`config.mk`:
```
export PLATFORM = sky130hd
export DESIGN_NAME = mem_port_arbiter
export DESIGN_NICKNAME = d
export VERILOG_FILES = /design/src/rtl/cpu_mem_pkg.sv /design/src/rtl/arb_starve_cnt.sv /design/src/rtl/mem_port_arbiter.sv
export SDC_FILE = /design/constraint.sdc
export NUM_CORES = 1
export LEC_CHECK = 0
export ABC_AREA = 1
export CORE_MARGIN = 2
export CORE_UTILIZATION = 30
export CTS_BUF_LIST = sky130_fd_sc_hd__clkbuf_16
export DETAILED_ROUTE_END_ITERATION = 10
export GPL_TIMING_DRIVEN = 0
export HOLD_SLACK_MARGIN = 0.03
export SKIP_LAST_GASP = 1
export SYNTH_ARGS = -nofsm -noshare
export SYNTH_HDL_FRONTEND = slang
export SYNTH_HIERARCHICAL = 1
export SYNTH_SLANG_ARGS = --single-unit
```
`constraint.sdc`:
```
create_clock -name clk_i -period 2.31 [get_ports clk_i]
set_clock_uncertainty 0.1 [all_clocks]
set_input_delay 0.231 -clock clk_i [delete_from_list [all_inputs] [get_ports clk_i]]
set_output_delay 0.231 -clock clk_i [all_outputs]
set_load 0.02 [all_outputs]
```
`src/rtl/cpu_mem_pkg.sv`:
```
// Shared definitions for the memory-port arbiter: FSM state encoding and grant IDs.
package cpu_mem_pkg;

    typedef enum logic [1:0] {
        ARB_IDLE = 2'd0,
        ARB_BUSY = 2'd1,
        ARB_RESP = 2'd2
    } arb_state_e;

    localparam logic GNT_IF = 1'b0;
    localparam logic GNT_DM = 1'b1;

endpackage

```
`src/rtl/arb_starve_cnt.sv`:
```
// Saturating count of consecutive MEM grants taken while IF was waiting.
// force_if_o tells the arbiter that IF must win the next grant it competes for.
module arb_starve_cnt #(
    parameter int unsigned STARVE_LIMIT = 4
) (
    input  logic clk_i,
    input  logic rst_i,
    input  logic grant_if_i,
    input  logic grant_dm_i,
    input  logic if_req_i,
    output logic force_if_o
);

    localparam int unsigned CntW = $clog2(STARVE_LIMIT + 1);
    localparam logic [CntW-1:0] CntMax = CntW'(STARVE_LIMIT);

    logic [CntW-1:0] cnt_q, cnt_d;

    // Next count: clear when IF is served or nobody was starved, else saturating increment.
    always_comb begin
        cnt_d = cnt_q;
        if (grant_if_i) begin
            cnt_d = '0;
        end else if (grant_dm_i) begin
            if (!if_req_i) begin
                cnt_d = '0;
            end else if (cnt_q != CntMax) begin
                cnt_d = cnt_q + 1'b1;
            end
        end
    end

    // Counter register with synchronous reset.
    always_ff @(posedge clk_i) begin
        if (rst_i) begin
            cnt_q <= '0;
        end else begin
            cnt_q <= cnt_d;
        end
    end

    assign force_if_o = (cnt_q == CntMax);

endmodule

```
`src/rtl/mem_port_arbiter.sv`:
```
// Shares one single-ported memory between instruction fetch (IF) and data access (MEM).
// Each access runs IDLE -> BUSY -> RESP; stall_o freezes the pipeline until it completes.
module mem_port_arbiter
    import cpu_mem_pkg::*;
#(
    parameter int unsigned ADDR_W       = 32,
    parameter int unsigned DATA_W       = 32,
    parameter int unsigned STARVE_LIMIT = 4
) (
    input  logic              clk_i,
    input  logic              rst_i,
    input  logic              start_i,
    input  logic              if_req_i,
    input  logic [ADDR_W-1:0] if_addr_i,
    output logic [DATA_W-1:0] if_data_o,
    output logic              if_ready_o,
    input  logic              dm_req_i,
    input  logic              dm_we_i,
    input  logic [ADDR_W-1:0] dm_addr_i,
    input  logic [DATA_W-1:0] dm_wdata_i,
    output logic [DATA_W-1:0] dm_rdata_o,
    output logic              dm_ready_o,
    output logic              mem_req_o,
    output logic              mem_we_o,
    output logic [ADDR_W-1:0] mem_addr_o,
    output logic [DATA_W-1:0] mem_wdata_o,
    input  logic              mem_ack_i,
    input  logic [DATA_W-1:0] mem_rdata_i,
    output logic              stall_o
);

    arb_state_e        state_q;
    logic              gnt_q;
    logic              mem_req_q;
    logic              mem_we_q;
    logic [ADDR_W-1:0] mem_addr_q;
    logic [DATA_W-1:0] mem_wdata_q;
    logic [DATA_W-1:0] if_data_q;
    logic [DATA_W-1:0] dm_rdata_q;
    logic              if_ready_q;
    logic              dm_ready_q;

    logic grant_en;
    logic pick_dm;
    logic force_if;

    // MEM normally wins (older instruction) unless IF has been starved long enough.
    assign grant_en = (state_q == ARB_IDLE) && start_i && (if_req_i || dm_req_i);
    assign pick_dm  = dm_req_i && !(force_if && if_req_i);

    arb_starve_cnt #(
        .STARVE_LIMIT (STARVE_LIMIT)
    ) u_starve_cnt (
        .clk_i      (clk_i),
        .rst_i      (rst_i),
        .grant_if_i (grant_en && !pick_dm),
        .grant_dm_i (grant_en && pick_dm),
        .if_req_i   (if_req_i),
        .force_if_o (force_if)
    );

    // Arbiter FSM with registered memory-side and requester-side outputs.
    always_ff @(posedge clk_i) begin
        if (rst_i) begin
            state_q     <= ARB_IDLE;
            gnt_q       <= GNT_IF;
            mem_req_q   <= 1'b0;
            mem_we_q    <= 1'b0;
            mem_addr_q  <= '0;
            mem_wdata_q <= '0;
            if_data_q   <= '0;
            dm_rdata_q  <= '0;
            if_ready_q  <= 1'b0;
            dm_ready_q  <= 1'b0;
        end else begin
            if_ready_q <= 1'b0;
            dm_ready_q <= 1'b0;
            unique case (state_q)
                ARB_IDLE: begin
                    if (grant_en) begin
                        gnt_q       <= pick_dm ? GNT_DM : GNT_IF;
                        mem_req_q   <= 1'b1;
                        mem_we_q    <= pick_dm && dm_we_i;
                        mem_addr_q  <= pick_dm ? dm_addr_i : if_addr_i;
                        mem_wdata_q <= pick_dm ? dm_wdata_i : '0;
                        state_q     <= ARB_BUSY;
                    end
                end
                ARB_BUSY: begin
                    if (mem_ack_i) begin
                        mem_req_q <= 1'b0;
                        if (gnt_q == GNT_DM) begin
                            dm_ready_q <= 1'b1;
                            // Writes leave the previously read data visible.
                            if (!mem_we_q) begin
                                dm_rdata_q <= mem_rdata_i;
                            end
                        end else begin
                            if_ready_q <= 1'b1;
                            if_data_q  <= mem_rdata_i;
                        end
                        state_q <= ARB_RESP;
                    end
                end
                ARB_RESP: begin
                    state_q <= ARB_IDLE;
                end
                default: begin
                    state_q <= ARB_IDLE;
                end
            endcase
        end
    end

    assign mem_req_o   = mem_req_q;
    assign mem_we_o    = mem_we_q;
    assign mem_addr_o  = mem_addr_q;
    assign mem_wdata_o = mem_wdata_q;
    assign if_data_o   = if_data_q;
    assign dm_rdata_o  = dm_rdata_q;
    assign if_ready_o  = if_ready_q;
    assign dm_ready_o  = dm_ready_q;

    // A requester is stalled until its own ready pulse.
    assign stall_o = (if_req_i && !if_ready_q) || (dm_req_i && !dm_ready_q);

endmodule

```
Word-level counts from Yosys, hierarchy flattened
Index checks and enable logic that the tools add are counted.
- add/subtract/negate cells: 1
- eq/ne operators: 6
- mux-type cells: 13
- bitwise gates (word level): 4
- reductions and logical operators: 25
- operator list (operator ; number):
    two-way mux 32 bit ; 2
    logical AND 1 bit ; 9
    two-way mux 3 bit ; 2
    AND reduction 2 bit ; 3
    AND reduction 3 bit ; 2
    two-way mux 1 bit ; 5
    logical NOT 1 bit ; 4
    two-way mux 2 bit ; 2
    inequality test 2 bit, second input constant ; 2
    NOT 1 bit ; 4
    one-hot mux 2 bit (2 select lines) ; 1
    AND reduction 4 bit ; 1
    adder 3 x 1 -> 3 bit, second input constant ; 1
    == test 3 bit, second input constant ; 1
    inequality test 3 bit, second input constant ; 1
    OR reduction 3 bit ; 1
    == test 2 x 1 -> 1 bit, second input constant ; 1
    logical NOT 2 bit ; 1
    logical OR 1 bit ; 2
    inequality test 2 x 1 -> 1 bit, second input constant ; 1
    one-hot mux 1 bit (2 select lines) ; 1
    nonzero test 2 bit ; 1
    OR reduction 2 bit ; 1
- register bits after elaboration: 138
- input bits: 135
- output and inout port bits: 133
- logic and storage cells: 60

Depth between registers and ports, before layout
- depth in word-level cells: 7
- depth in mapped cells: 13
- mapped depth without buffers: 13

Hierarchy
Netlist, hierarchy kept.
- by module, submodules not included (module ; instances ; cells an instance ; area each (um2) ; sequential area each (um2)):
    mem_port_arbiter ; 1 ; 773 ; 5412.7 ; 2702.6
    arb_starve_cnt ; 1 ; 32 ; 219.0 ; 60.1

Least setup slack after synthesis
No wires, ideal clock.
- path kind: register to register
- start: register u_starve_cnt.cnt_q[0]
- end: register u_starve_cnt.cnt_q[0]
- library setup time: 0.111 ns
- arrival time: 1.574 ns
- required time: 2.099 ns
- slack: 0.525 ns
- stages on the path, launching flop included: 13
- path buffers: 1
- period minus slack after synthesis: 1.785 ns
- path through: dfxtp_1 > inv_1 > ha_1 > nand2_1 > inv_1 > nand2_1 > nand2_1 > inv_2 > buf_2 > nor2_1 > nor2_8 > nand2_1 > nor2_1
- longest elaborated chain between the ends: 7
- elaborated cells between the ends (all ways): 14
- classes of those cells: add/sub (1); eq/ne (3); mux (2); reduce/logical (8)
- ends and longest elaborated chain (item ; line ; text):
    start, declared ; arb_starve_cnt.sv:17 ; logic [CntW-1:0] cnt_q, cnt_d;
    start signal, assigned ; arb_starve_cnt.sv:38 ; cnt_q <= cnt_d;
    == test 3 bit (*) ; arb_starve_cnt.sv:42 ; assign force_if_o = (cnt_q == CntMax);
    net force_if ; mem_port_arbiter.sv:45 ; logic force_if;
    logical AND 1 bit (*) ; mem_port_arbiter.sv:49 ; assign pick_dm = dm_req_i && !(force_if && if_req_i);
    logical NOT 1 bit (*) ; mem_port_arbiter.sv:49 ;
    logical AND 1 bit (*) ; mem_port_arbiter.sv:49 ;
    logical NOT 1 bit ; mem_port_arbiter.sv:56 ; .grant_if_i (grant_en && !pick_dm),
    logical AND 1 bit ; mem_port_arbiter.sv:56 ;
    OR reduction 2 bit (no line) ; -- ;
Mark *: on every way through the listed nets, which the timed path passes. The rest lies on a longest branch. The select of a mux whose other input is x is not followed.
A chain may end at the register's enable or synchronous reset.

Final worst setup path
- start: input port if_req_i
- end: output port stall_o
- longest elaborated chain between the ends: 2
- ends and longest elaborated chain (item ; line ; text):
    start, declared ; mem_port_arbiter.sv:13 ; input logic if_req_i,
    logical AND 1 bit ; mem_port_arbiter.sv:125 ; assign stall_o = (if_req_i && !if_ready_q) || (dm_req_i && !dm_ready_q);
    logical OR 1 bit ; mem_port_arbiter.sv:125 ;
    end, declared ; mem_port_arbiter.sv:29 ; output logic stall_o
Every way passes these cells.

==> out/qor.txt <==
LOGIC SYNTHESIS
------------------------------------------------------------------------
Prevailing post-synth register cell                              dfxtp_1
Number of flops mapped to enable cells by yosys                        0
Commonest cells in the netlist                              nand2_1 (276), dfxtp_1 (138), a21oi_1 (100), nand3_1 (100), nor2_1 (76)
Most numerous cell in the Yosys netlist                          nand2_1
Average size of a mapped cell                                   7.00 µm²
Top cells by area, synth                                    dfxtp_1 (49%), nand2_1 (18%), a21oi_1 (8.9%)
Netlist area before placement                                0.00563 mm²
Biggest area consumer among synthesized cells                    dfxtp_1
Post-synthesis cell type count                                        19
Post-Syn Nets                                                        942
Gate count after technology mapping                                  805
Yosys warns                                                            6
Async set or reset register ratio after synthesis                     0%
Proportion of synthesized chip area in sequential cells            49.1%
Synthesis-stage register bit count                                   138
Area share of the largest cell type after synthesis                49.1%

CRITICAL PATH
------------------------------------------------------------------------
Worst path buffer plus inverter count                                  3
Most frequent CP cell                                       clkdlybuf4s50_1
Crit-path cells                                             clkdlybuf4s50_1 -> inv_1 -> o22ai_1 -> clkdlybuf4s50_1
Slowest-stage cell, CP                                      clkdlybuf4s50_1
Endpoint kind of the worst setup timing path                  output pin
Critical Path Fanout Max                                               7
Worst path max stage delay                                       0.66 ns
Startpoint Class                                               input pin
Kind of cell adding the most delay to the critical path     buffers and inverters
Arrival time of data at the critical path endpoint               1.79 ns
Crit Path Class                                                in -> out
Register-to-Register Setup Slack                                 0.31 ns
WP data required                                                 1.98 ns

POWER AND IR DROP
------------------------------------------------------------------------
Power per standard cell area                                  652 mW/mm²
Worst vdd ir                                                  0.000553 V
Static power due to leakage                                   0.00363 µW

DETAILED ROUTING
------------------------------------------------------------------------
Number of vias per cell after detailed routing                      4.47
Sum of routed wire length over all layers                      18,900 µm
Drt first-iter violations                                            225
Vias                                                               5,971
Number of DRC violations after detailed routing                        0
Post-detailed-route wirelength per cell                          14.1 µm
First-pass DRT Iterations                                              4
Antenna-violating nets left                                            0

CLOCK NETWORK
------------------------------------------------------------------------
Clock insertion delay at the later pin of the skew report        0.41 ns
Worst-path clk slew                                              0.06 ns
Number of buffers on the longest clock path                            2
CTS Root Buffer Type                                           clkbuf_16
TritonCTS clock tree                                                done
Number of gates given a new drive strength after cts                   0
Htree depth                                                            4
TritonCTS Sinks                                                      138
Setup repair bufs after CTS                                            0
TritonCTS buffer count                                                17
Hold buffer count at cts                                               0

LAYOUT
------------------------------------------------------------------------
Net count reported at finish                                       1,227
Diode insertion count for antenna repair                               0
Post-route standard cell area excluding fillers              0.00912 mm²
Area growth from synthesis to layout                               61.9%
Number of fill cells                                               1,896
Layout cells sized above 1                                         6.07%

FLOORPLAN
------------------------------------------------------------------------
Chip Height                                                       141 µm
Core Box Area                                                 0.0186 mm²
Die Span X                                                        141 µm
FP Rows                                                               50
Number of top-level pins                                             268
Initial core utilization                                           30.3%
Die Footprint                                                 0.0199 mm²

GLOBAL ROUTE
------------------------------------------------------------------------
GR Util All Layers                                                 18.9%
Wire length of the first global-routing pass                   29,800 µm
Number of global-route vias before repair                          5,685
Initial antenna violation count                                        0
Pin count of the biggest net entering global routing                  17
Overflow left after global routing                                     0

STA
------------------------------------------------------------------------
Slew of the pin with the lowest slew margin                     0.598 ns
Period utilisation layout                                          91.8%
Final number of setup-violating endpoints                              0
Unrepaired setup endpoints after global routing                    false
Worst hold-check slack                                          0.178 ns
Hold Violations, Final                                                 0
Max-slew violation count                                               0
Fmax                                                             471 MHz
Max-slew headroom                                                  60.1%
Time the worst path needs with I/O delays and setup              2.12 ns

PLACEMENT
------------------------------------------------------------------------
Quantity of I/O buffers inserted on ports                            266
Placed cell areas                                            0.00859 mm²
DPL Wire Length                                                14,300 µm
Final weighted congestion in routability-driven placement          0.789

MIN PATH
------------------------------------------------------------------------
Hold crit path type                                            in -> reg

RUN
------------------------------------------------------------------------
Number of maximum-capacitance violations                               0

STATUS
------------------------------------------------------------------------
Status                                                         completed

[routing by layer]
metal	vias up	share of wire [%]	track usage, %
met5	-	0	0
met4	0	1.2	5.11
met3	17	7.4	6.56
met2	166	49	32.6
met1	2676	43	22.4
li1	3112	-	-
[kinds of logic after synthesis]
kind of cell	Yosys count	synth area share [%]
compound gates	101	9.00
fa+ha+maj	2	0.444
buf+inv	104	7.62
flops	138	49.1
simple gates	460	33.9
[placed cells by master (no fill, tap or decap), types with 3 or more instances in the layout]
cell type          n
nand2_2            3
dfxtp_1          138
clkinv_1           4
nand3_2            3
buf_1              4
inv_6              4
inv_1             45
nand3_1          100
clkinv_4           3
nand2_1          274
nor2_1            76
clkbuf_1          25
buf_2             24
clkdlybuf4s50_1  266
clkinv_2           4
a21oi_1          100
clkbuf_16         17
[worst paths after layout]
kind,startpoint,to,cells after the start
setup / recovery,if_req_i,stall_o,4
hold / removal,dm_req_i,mem_addr_o[0],5
setup reg to reg,u_starve_cnt/cnt_q[0],u_starve_cnt/cnt_q[1],12
hold reg to reg,mem_addr_o[25],mem_addr_o[25],2
[worst register-to-register path: stages, from the launching register on]
cell	delay [ns]
dfxtp_1	0.32
inv_1	0.07
ha_1	0.18
nand2_1	0.07
inv_1	0.06
nand2_2	0.11
nand2_2	0.16
inv_2	0.11
clkbuf_4	0.21
nor2_1	0.32
nor2_8	0.07
nand2_1	0.07
nor2_1	0.04
[area by class of cell]
type / count / area, µm² / share of cell area, %
Sequential cell: 138 / 2760 / 30.3
Timing Repair Buffer: 266 / 2660 / 29.2
Multi-Input combinational cell: 563 / 2440 / 26.8
Clock buffer: 17 / 425 / 4.66
Tap cell: 234 / 293 / 3.21
Buffer: 56 / 251 / 2.76
Inverter: 48 / 180 / 1.98
Clock inverter: 15 / 100 / 1.10
[power by group]
group,total (µW),switching (µW),internal [µW]
clock,2440,1070,1370
sequential,2520,49.7,2470
combinational,986,503,482
[through the flow]
step / total power (µW) / setup slack, ns / cells / setup TNS (ns) / util [%]
2_1_floorplan: 3030 / 0.525 / 805 / 0 / -
3_3_place_gp: 3570 / -0.211 / 1305 / -8.87 / 46.2
3_5_place_dp: 3570 / -0.191 / 1305 / -9.26 / 46.2
4_1_cts: 6020 / 0.0197 / 1337 / 0 / 49.0
5_1_grt: 6220 / 0.0392 / 1337 / 0 / 49.1
6_report: 5950 / 0.189 / 1337 / 0 / 49.1
[registers in the layout, summed over array words and instances (netlist names)]
register,cells
dm_ready_o,1
mem_we_o,1
if_data_o,32
state_q,2
mem_addr_o,32
gnt_q,1
mem_req_o,1
dm_rdata_o,32
u_starve_cnt/cnt_q,3
mem_wdata_o,32
if_ready_o,1
No activity file was read; power rests on OpenSTA's default activity.
==> RTL change 1 (same settings) <==
Change the parameter `ADDR_W` from 32 to 24.
--- a/src/rtl/mem_port_arbiter.sv
+++ b/src/rtl/mem_port_arbiter.sv
@@ -3,7 +3,7 @@
 module mem_port_arbiter
     import cpu_mem_pkg::*;
 #(
-    parameter int unsigned ADDR_W       = 32,
+    parameter int unsigned ADDR_W       = 24,
     parameter int unsigned DATA_W       = 32,
     parameter int unsigned STARVE_LIMIT = 4
 ) (
Ports: changed (resized dm_addr_i, if_addr_i and mem_addr_o); port bits go from 268 to 244. The function was not compared with the original's and may differ.
==> RTL change 1 against the original RTL <==
Routed wire length fell by 6.7%; largest power group is now the clock network; cell area fell by 5.4%; area after synthesis fell by 6.2%; setup slack improved by 0.0096 ns; sequential cell count fell by 8; core utilization rose by 0.94 points; power rose by 4.1%; hold slack improved by 0.021 ns; largest cell class unchanged.
==> RTL change 1: results (changes against the original RTL) <==
metric	value	unit	change
Post-synth top cells	242 x nand2_1, 130 x dfxtp_1, 92 x a21oi_1, 92 x nand3_1, 74 x nor2_1		
Max VDD drop	0.5553	mV	+0.48%
Final nets	1125		-8.3%
initial antenna violation count	0		unchanged
DRT Pass-1 Iters	4		unchanged
leakage power	0.003410	uW	-6.0%
Seq/Total Area, Yosys	49.29	%	+0.23 points
gpl congestion	0.8300		+5.2%
vias	5553		-7.0%
total length of routed wires	17600	um	-6.7%
Syn Area/Cell	7.106	um2	+1.6%
Worst-Margin Slew	0.6236	ns	+0.02546 ns
nets in the synthesized netlist	864		-8.3%
min-delay worst type	in -> reg		
area post-placement	7984	um2	-7.0%
DP HPWL	13150	um	-8.1%
Total GRT Usage	18.88	%	about the same
vias in the first global route	5224		-8.1%
global-route wire length before repair	27200	um	-8.7%
Non-Filler Instances	1241		-7.2%
I/O Buffers	242		-9.0%
status	finished, final reports clean		
Power Internal	4666	uW	+7.9%
Starting DRT DRC Count	236		+4.9%
FFs w/ async S/R, synth	0	%	unchanged
Synth area leaders	dfxtp_1 49%, nand2_1 17%, a21oi_1 8.7%		
layout cell share with drive strength beyond 1	7.087	%	+1.0 points
fill count	1736		-8.4%
Setup WS pre-CTS	-0.1821	ns	+0.009267 ns
[RTL change 1: final cells by class]
cell class                      count  area (um2)  area share [%]
Buffer                             50       239.0           2.771
Clock buffer                       17       425.4           4.933
Clock inverter                     14       212.7           2.467
Inverter                           48       180.2           2.089
Multi-Input combinational cell    515        2260           26.20
Sequential cell                   130        2603           30.18
Tap cell                          225       281.5           3.265
Timing Repair Buffer              242        2422           28.09
[RTL change 1: worst max-delay path: stages]
cell             delay, ns
clkdlybuf4s50_1       0.67
inv_1                 0.07
o22ai_1               0.15
clkdlybuf4s50_1       0.65
[RTL change 1: path summary, 6_finish.rpt]
check,cells past startpoint,from,slack (ns),endpoint
max,4,if_req_i,0.20,stall_o
min,5,dm_req_i,0.20,mem_addr_o[3]
max reg2reg,12,u_starve_cnt/cnt_q[0],0.25,u_starve_cnt/cnt_q[2]
min reg2reg,2,if_data_o[0],0.36,if_data_o[0]
[RTL change 1: power groups by stage]
stage | Clock (uW) | Combinational [uW] | Sequential [uW]
3_3_place_gp | 0 | 900 | 2420
4_1_cts | 3000 | 905 | 2370
6_report | 2930 | 891 | 2370
3_5_place_dp | 0 | 900 | 2420
5_1_grt | 3100 | 972 | 2380
2_1_floorplan | 0 | 319 | 2510
[RTL change 1: repair_timing]
item	in CTS	in global routing
endpoints found under the setup margin	0	1
gates resized for setup	0	1
hold buffers	0	0
setup buffers	0	0
[RTL change 1: cells by family after synthesis]
group	Yosys count	synth area share, %
and+or+nand+nor	420	33.48
buffers and inverters	98	7.915
adders and majority gates	2	0.4739
AOI/OAI and AO/OA	93	8.839
DFF	130	49.29
[RTL change 1: layer usage]
layer  part of all wire (%)  vias up  global-route usage [%]
met5                      0        -                       0
met4                    1.6        0                   6.308
met3                    9.3       23                   7.444
met2                     46      171                   30.42
met1                     43     2488                   22.96
li1                       -     2871                       -
==> RTL change 2 (same flow settings) <==
Without the edit above. Encoding of `arb_state_e`: now one-hot (3 bits for 3 states).
--- a/src/rtl/cpu_mem_pkg.sv
+++ b/src/rtl/cpu_mem_pkg.sv
@@ -1,10 +1,10 @@
 // Shared definitions for the memory-port arbiter: FSM state encoding and grant IDs.
 package cpu_mem_pkg;
 
-    typedef enum logic [1:0] {
-        ARB_IDLE = 2'd0,
-        ARB_BUSY = 2'd1,
-        ARB_RESP = 2'd2
+    typedef enum logic [2:0] {
+        ARB_IDLE = 3'b001,
+        ARB_BUSY = 3'b010,
+        ARB_RESP = 3'b100
     } arb_state_e;
 
     localparam logic GNT_IF = 1'b0;
Behaviour: no difference found for any inputs over 4 cycles, from zero or initial values and one cycle with rst_i high; so few cycles prove little.
==> RTL change 2 against the original RTL <==
Power up 8.5%; routed wire length decreased by 0.49%; area after synthesis down 3.0%; sequential cell count rose by 1; setup slack improved by 0.038 ns; sequential share of layout area grew 0.36 points; cell area fell by 0.47%; core utilization is 1.6 points higher.
==> RTL change 2: results (changes against the original RTL) <==
metric	value	unit	change
status	finished, final reports clean		
wire length on met2	8631	um	-6.3%
combined area of the multi-input logic cells	2217	um2	-9.3%
gpl congestion	0.8175		+3.7%
leakage power	0.003455	uW	-4.7%
DP HPWL	13930	um	-2.6%
Final clock-cell share	7.140	%	+1.4 points
Clock Pin Slew Worst Setup and Hold Paths	0.06	ns	about the same
initial antenna violation count	0		unchanged
Non-Filler Instances	1273		-4.8%
min-delay worst type	in -> reg		
Starting DRT DRC Count	252		+12%
main flop type after synthesis	dfxtp_1		
Setup WS pre-CTS	-0.1638	ns	+0.02764 ns
CP Capture Point	u_starve_cnt/cnt_q[1]		
crit-path max cell delay	0.38	ns	-0.28 ns
inverters	50		+4.2%
Seq/Total Area, Yosys	50.94	%	+1.9 points
met1 Track Usage GR	25.38	%	+3.0 points
FF-to-FF Start	u_starve_cnt/cnt_q[0]		
Post-synth top cells	211 x nand2_1, 139 x dfxtp_1, 99 x a21oi_1, 78 x nor2_1, 62 x o21ai_0		
I/O Buffers	267		+0.38%
Total GRT Usage	19.67	%	+0.78 points
global-route wire length before repair	30270	um	+1.6%
M1 WL	8488	um	+5.7%
nonclk buf count	319		-0.93%
Vias/cell	4.533		+1.5%
layout cell share with drive strength beyond 1	6.801	%	+0.73 points
Clock Tree Root	clkbuf_16		
met3 routed WL	1055	um	-24%
routing usage on met2	31.06	%	-1.5 points
hold path cells	3		-2
vias in the first global route	5658		-0.47%
hold path start	dm_wdata_i[18]		
cell count after synthesis	745		-7.5%
Final nets	1168		-4.8%
grt met3 use	4.903	%	-1.7 points
slowest CP cell	nor2_1		
Synth area leaders	dfxtp_1 51%, nand2_1 14%, a21oi_1 9.1%		
FF-to-FF path depth	12		unchanged
Yosys cell types	21		+2
total length of routed wires	18780	um	-0.49%
Worst-Margin Slew	0.5484	ns	-0.04972 ns
WP data arrival	2.29	ns	+0.50 ns
sequential cell area share	30.65	%	+0.36 points
final setup fails	0		unchanged
final hold slack	0.2910	ns	+0.1134 ns
clk buf depth	2		unchanged
DR top layer	met4		
CP max FO	10		+3
count of multi-input gates	504		-10%
non-clk buf share	32.56	%	+0.60 points
Startpoint Class	flop		
Max VDD drop	0.4894	mV	-11%
fill count	1774		-6.4%
clock sink count	139		+0.72%
WHS Endpoint	mem_wdata_o[18]		
nets in the synthesized netlist	882		-6.4%
## RTL change 2: critical path, delay by kind of cell (launching register included)
kind	cells	cell delay, ns
fa+ha+maj	1	0.19
buf+inv	4	0.41
flops	1	0.33
simple gates	7	0.95
## RTL change 2: cells by family after synthesis
logic type	after synthesis	synth area share, %
AOI/OAI and AO/OA	166	15.23
and+or+nand+nor	336	24.76
buffers and inverters	102	8.612
DFF	139	50.94
adders and majority gates	2	0.4580
## RTL change 2: where the power goes
| part | internal, uW | switching (uW) | total [uW] |
|---|---|---|---|
| sequential | 2480 | 44.8 | 2530 |
| clock | 1920 | 1070 | 2990 |
| combinational | 470 | 465 | 935 |
| total | 4870 | 1580 | 6450 |
## RTL change 2: metrics by stage
| step | TNS [ns] | area (um2) | power, uW |
|---|---|---|---|
| finish | 0 | 9077 | 6454 |
| CTS | 0 | 9070 | 6516 |
| floorplan | 0 | 5463 | 3007 |
| global placement | -0.3605 | 8422 | 3516 |
| detailed placement | -0.3955 | 8422 | 3519 |
| global route | 0 | 9077 | 6725 |
